[src/rtl/dff_pipe.sv]
// dff_pipe: WIDTH-bit, DEPTH-stage D-register delay line.
// Each stage carries a data word and a valid bit. The pipe supports stall,
// flush, a runtime-selectable tap and a registered occupancy count.
//
// Ports:
//   clk        rising-edge clock
//   rst        synchronous active-high reset (highest priority)
//   en         advance enable; 0 holds every stage
//   flush      clears all valid bits; data registers keep their values
//   d, d_vld   input word and its valid bit, captured into stage 0
//   tap_sel    stage index for the tap output (>= DEPTH selects last stage)
//   q, q_vld   last stage, straight from its registers
//   q_tap      data of stage[tap_sel]; combinational from stage registers only
//   q_tap_vld  valid of stage[tap_sel]
//   occ        registered count of valid stages, 0..DEPTH
module dff_pipe #(
    parameter int unsigned       WIDTH   = 8,
    parameter int unsigned       DEPTH   = 4,
    parameter logic [WIDTH-1:0]  RST_VAL = '0,
    localparam int unsigned      TW      = (DEPTH > 1) ? $clog2(DEPTH) : 1,
    localparam int unsigned      CW      = $clog2(DEPTH + 1)
) (
    input  logic             clk,
    input  logic             rst,
    input  logic             en,
    input  logic             flush,
    input  logic [WIDTH-1:0] d,
    input  logic             d_vld,
    input  logic [TW-1:0]    tap_sel,
    output logic [WIDTH-1:0] q,
    output logic             q_vld,
    output logic [WIDTH-1:0] q_tap,
    output logic             q_tap_vld,
    output logic [CW-1:0]    occ
);

    logic [WIDTH-1:0] data_a [DEPTH];
    logic [DEPTH-1:0] vld_a;
    logic [CW-1:0]    occ_r;
    logic             tap_in_range;

    // One register pair per stage; stage 0 is fed from the input port.
    for (genvar g = 0; g < DEPTH; g++) begin : g_stage
        logic [WIDTH-1:0] d_in;
        logic             v_in;
        logic [WIDTH-1:0] data_q;
        logic             vld_q;

        if (g == 0) begin : g_head
            assign d_in = d;
            assign v_in = d_vld;
        end else begin : g_tail
            assign d_in = data_a[g-1];
            assign v_in = vld_a[g-1];
        end

        always_ff @(posedge clk) begin
            if (rst) begin
                data_q <= RST_VAL;
                vld_q  <= 1'b0;
            end else if (flush) begin
                vld_q  <= 1'b0;
            end else if (en) begin
                data_q <= d_in;
                vld_q  <= v_in;
            end
        end

        assign data_a[g] = data_q;
        assign vld_a[g]  = vld_q;
    end

    // Occupancy: one in at stage 0, one out from the last stage. The modulo
    // arithmetic of the intermediate sum is harmless because the true result
    // always lies in 0..DEPTH.
    always_ff @(posedge clk) begin
        if (rst || flush) begin
            occ_r <= '0;
        end else if (en) begin
            occ_r <= occ_r + CW'(d_vld) - CW'(vld_a[DEPTH-1]);
        end
    end

    assign q     = data_a[DEPTH-1];
    assign q_vld = vld_a[DEPTH-1];
    assign occ   = occ_r;

    // Tap mux: selects above the last stage fold onto the last stage.
    assign tap_in_range = ({1'b0, tap_sel} < (TW + 1)'(DEPTH));

    always_comb begin
        q_tap     = data_a[DEPTH-1];
        q_tap_vld = vld_a[DEPTH-1];
        if (tap_in_range) begin
            q_tap     = data_a[tap_sel];
            q_tap_vld = vld_a[tap_sel];
        end
    end

endmodule

[config.mk]
export PLATFORM = sky130hd
export DESIGN_NAME = dff_pipe
export DESIGN_NICKNAME = d
export VERILOG_FILES = /design/src/rtl/dff_pipe.sv
export SDC_FILE = /design/constraint.sdc
export NUM_CORES = 1
export LEC_CHECK = 0
export CORE_MARGIN = 3
export CORE_UTILIZATION = 45
export DETAILED_ROUTE_END_ITERATION = 6
export PLACE_DENSITY = 0.75
export SLEW_MARGIN = 0
export SYNTH_ARGS = -nofsm -noshare
export SYNTH_HDL_FRONTEND = slang
export SYNTH_SLANG_ARGS = --single-unit
[constraint.sdc]
create_clock -name clk -period 1.79 [get_ports clk]
set_input_delay 0.358 -clock clk [delete_from_list [all_inputs] [get_ports clk]]
set_output_delay 0.358 -clock clk [all_outputs]
set_load 0.02 [all_outputs]
**After elaboration in Yosys (flattened, before gate mapping)**

Index checks and enable logic that the tools add are counted.

- $add $sub $neg: 2
- Order comparisons: 2
- Multiplexer cells: 5
- Bitwise logic cells: 2
- Reductions and logical operators: 3

Operators by type and width:

| kind | number |
|---|---|
| binary-select mux 8 bit (select 2 bit) | 1 |
| two-way mux 8 bit | 2 |
| adder 3 x 1 -> 3 bit | 1 |
| >= comparator 3 bit, second input constant | 1 |
| < comparator 2 x 3 -> 1 bit, second input constant | 1 |
| inverter 2 -> 3 bit | 1 |
| subtractor 3 x 1 -> 3 bit | 1 |
| binary-select mux 1 bit (select 2 bit) | 1 |
| AND reduction 2 bit | 1 |
| OR reduction 2 bit | 1 |
| logical OR 1 bit | 1 |
| two-way mux 1 bit | 1 |
| inverter 1 bit | 1 |

- Register bits: 39
- Input port bits: 15
- Word-level logic and storage cells: 23

**Depth between registers and ports, before layout**

- Depth after elaboration: 4
- Gate-level depth with buffers: 9
- Mapped depth without buffers: 9

**Worst setup path after synthesis**

OpenSTA, ideal clock, no wires.

- Path kind: flip-flop to flip-flop
- Start point: register occ_r[0] (netlist: occ[0])
- End point: register occ_r[2] (netlist: occ[2])
- Library setup time: 0.116 ns
- Arrival: 1.793 ns
- Required time: 1.674 ns
- Path slack: -0.119 ns
- Stages on the path, launching flop included: 10
- Buffers on the path: 0
- Period minus slack after synthesis: 1.909 ns
- Cell sequence: dfxtp_1 inv_1 ha_1 inv_1 ha_1 inv_1 fa_1 xor2_1 a211oi_2 a31o_1

- Longest elaborated chain between the ends: 2

RTL lines:

| item | line | RTL |
|---|---|---|
| start: declaration | 39 | `logic [CW-1:0] occ_r;` |
| start signal: assignment | 80 | `occ_r <= occ_r + CW'(d_vld) - CW'(vld_a[DEPTH-1]);` |
| adder 3 x 1 -> 3 bit | 80 |  |
| subtractor 3 x 1 -> 3 bit | 80 |  |

Every way passes these cells.
A chain may end at the register's enable or synchronous reset.

**Worst setup path after layout**

- Start point: input port tap_sel[1]
- End point: output port q_tap[1]

- Longest elaborated chain between the ends: 4

RTL lines:

| item | line | RTL |
|---|---|---|
| start: declaration | 29 | `input logic [TW-1:0] tap_sel,` |
| inverter 2 -> 3 bit (implied by the code) | 95 | `q_tap = data_a[tap_sel];` |
| binary-select mux 8 bit (select 2 bit) | 95 |  |
| two-way mux 8 bit (implied by the code) (2 in series) | 95 |  |
| end: declaration | 32 | `output logic [WIDTH-1:0] q_tap,` |

Every way passes these cells. The select of a mux whose other input is x is not followed.

==> impl_results.md <==
- Library cells used by synthesis: 20
- Clk slew on worst S/H paths: 0.07 ns
- Clk sinks: 39
- Worst-path fanout max: 4
- Fillers: 303
- Clock share of power: 0.345
- Deepest clock path buffer count: 2
- Final nets: 243
- Worst Setup Start Kind: input port
- Pwr Total: 1640 uW
- Most common cell in the synthesized netlist: nand2_1
- Routed Antenna Nets: 0
- Core footprint: 0.00344 sq mm
- Sw Share: 0.240
- WL per Instance: 13.2 microns
- Wire length of the first global-routing pass: 6010 microns
- Max Fclk: 569 MHz
- Post-CTS Hold Fix Bufs: 0
- # IOs: 36
- Gate Count Post-Synth: 185
- Pre-CTS WS: -0.662 ns
- Internal power: 1250 uW
- Clk root buf: clkbuf_8
- Sequential share of the synthesized area: 0.472
- Final max-slew violation count: 0
- Vias per inst: 5.05
- Die Span X: 66.7 microns
- Syn nets: 203
- GRT Total Usage: 0.181
- GP Congestion: 0.731
- DIE AREA: 0.00444 sq mm
- Avg Synthesized Cell Area: 8.95 sq um
- Hold path depth: 2
- Status: finished, final reports clean
- FP Rows: 21
- Die H: 66.7 microns
- Initial Utilization: 0.481
- Total number of vias: 1373
- CTS buffer count: 5
- Final worst path period share: 0.982
- Async set-reset flop share out of synthesis: 0
- Logic gate share of total power: 0.111
- Critical path data required time: 1.43 ns
- Fin util: 0.643
- DPL Wire Length: 2320 microns
- Design Area, Final: 0.00221 sq mm
- Setup ws final: 0.0319 ns
- Number of flops mapped to enable cells by yosys: 0
- Leading cell types by count after synthesis: nand2_1, dfxtp_1, a21oi_1, buf_2, mux4_2
- Synth area leaders: dfxtp_1, nand2_1, mux4_2, a21oi_1, mux2i_1
- Largest net degree at the start of global routing: 33
- Placed Area: 0.00209 sq mm
- Layout cell share with drive strength beyond 1: 0.230
- Sequential fraction of design power: 0.544
- Initial antenna violation count: 0
- Yosys reg bits: 39
- Vias in the first global route: 1285
- GRT overflow: 0
- Final hold vios: 0
- CTS tree: yes
- Slew @ Worst Pin: 0.326 ns
- RSZ-0062 raised after global routing: yes
- Sw Pwr: 395 uW
- Slew HR: 0.782
- Setup CP Type: input port to output port
- Critical Path End Type: output port
- Share of the synthesized area in the top cell type: 0.472
- Ys Warns: 0
- Maxcap violations: 0
- Area leader, netlist: dfxtp_1
- Drt first pass iters: 4
- CTS HTree Levels: 2
- DRT iter0 DRCs: 97
- I/O Buffers: 35
- PD cells: 742 mW/mm^2
- Worst Reg-to-Reg Cells: 9
- Post-route DRC violation count: 0
- Leak pwr: 0.000823 uW
- Final Skew: 0.00253 ns
- Hold WC Path Type: flip-flop to flip-flop
- Later-pin clock latency in the skew report: 0.29 ns
- Worst VDD drop: 487 uV
- Post-Syn Area: 0.00166 sq mm
- Post-layout min period: 1.76 ns
- Routed Wire Length: 3590 microns
- Top FF cell, synth: dfxtp_1
- Endpoints failing setup: 0
- Ant diodes: 0
- Area grow syn2layout: 33.6%
- WP data arrival: 1.40 ns
## cells in the final DEF, fill, tap and decap left out, types with 3 or more instances in the layout
| cell | netlist | routed |
|---|---|---|
| a21oi_1 | 32 | 32 |
| buf_2 | 9 | 7 |
| buf_4 | 0 | 12 |
| clkbuf_8 | 0 | 5 |
| clkdlybuf4s50_1 | 0 | 23 |
| dfxtp_1 | 39 | 37 |
| inv_2 | 0 | 3 |
| mux2i_1 | 5 | 5 |
| mux4_2 | 9 | 9 |
| nand2_1 | 64 | 64 |
| nor2_1 | 7 | 7 |
## through the flow
stage | cells | hold WS (ns) | TNS [ns]
after floorplan | 185 | 0.441 | 0
after global placement | 262 | 0.455 | -5.84
final | 272 | 0.470 | 0
after CTS | 271 | 0.470 | 0
after global routing | 272 | 0.491 | -0.0467
after detailed placement | 262 | 0.460 | -5.96
## repair_timing
action,4_1_cts,5_1_grt
setup buffers,0,1
setup endpoints to repair,10,3
gates cloned,1,0
gates resized for setup,42,8
pin swaps,0,3
## logic make-up after synthesis
group | after synthesis | synth area share
multiplexers | 14 | 0.153
XOR/XNOR | 1 | 0.00529
adder cells (fa/ha/maj) | 3 | 0.0272
flip-flops | 39 | 0.472
buffers and inverters | 19 | 0.0552
AND/OR/NAND/NOR | 74 | 0.174
AO/OA/AOI/OAI | 35 | 0.114
## power groups by stage
stage	clock network [uW]	registers (uW)	logic (uW)
floorplan	0	913	96.8
global placement	0	913	171
detailed placement	0	913	173
CTS	580	893	179
global route	623	895	200
finish	566	893	182
## sequential cells by signal, summed over array words and instances, names as in the netlist
register and count:
g_stage.data_q 24, q 8, g_stage.vld_q 3, occ 3, q_vld 1
## area by class of cell
class | count | area (sq um) | share of cell area
repair buffers | 48 | 448 | 0.202
clock inverters | 2 | 12.5 | 0.00566
multi-input cells | 127 | 821 | 0.371
flip-flops and latches | 39 | 786 | 0.355
inverters | 4 | 15.0 | 0.00679
well taps | 46 | 57.6 | 0.0260
clock buffers | 6 | 72.6 | 0.0328
## critical path, cell delays in order
cell and delay [ns]:
buf_2 0.12, bufbuf_16 0.27, mux4_2 0.48, buf_4 0.17
## metal layers
layer  vias to the layer above  wire [microns]  share of wire  GRT usage
met5                         -               0              0          0
li1                        691               -              -          -
met3                         5             170          0.047     0.0455
met4                         0              32         0.0089     0.0609
met1                       638            1650           0.46      0.241
met2                        39            1730           0.48      0.285
## final timing paths
path                            slack, ns                 start  endpoint
worst max register to register       0.05                occ[0]    occ[2]
worst min-delay path                 0.47  g_stage[2].data_q[2]      q[2]
worst max-delay path                 0.03            tap_sel[1]  q_tap[1]
worst min register to register       0.47  g_stage[2].data_q[2]      q[2]
Note: power is estimated with default switching activity, not from simulation.
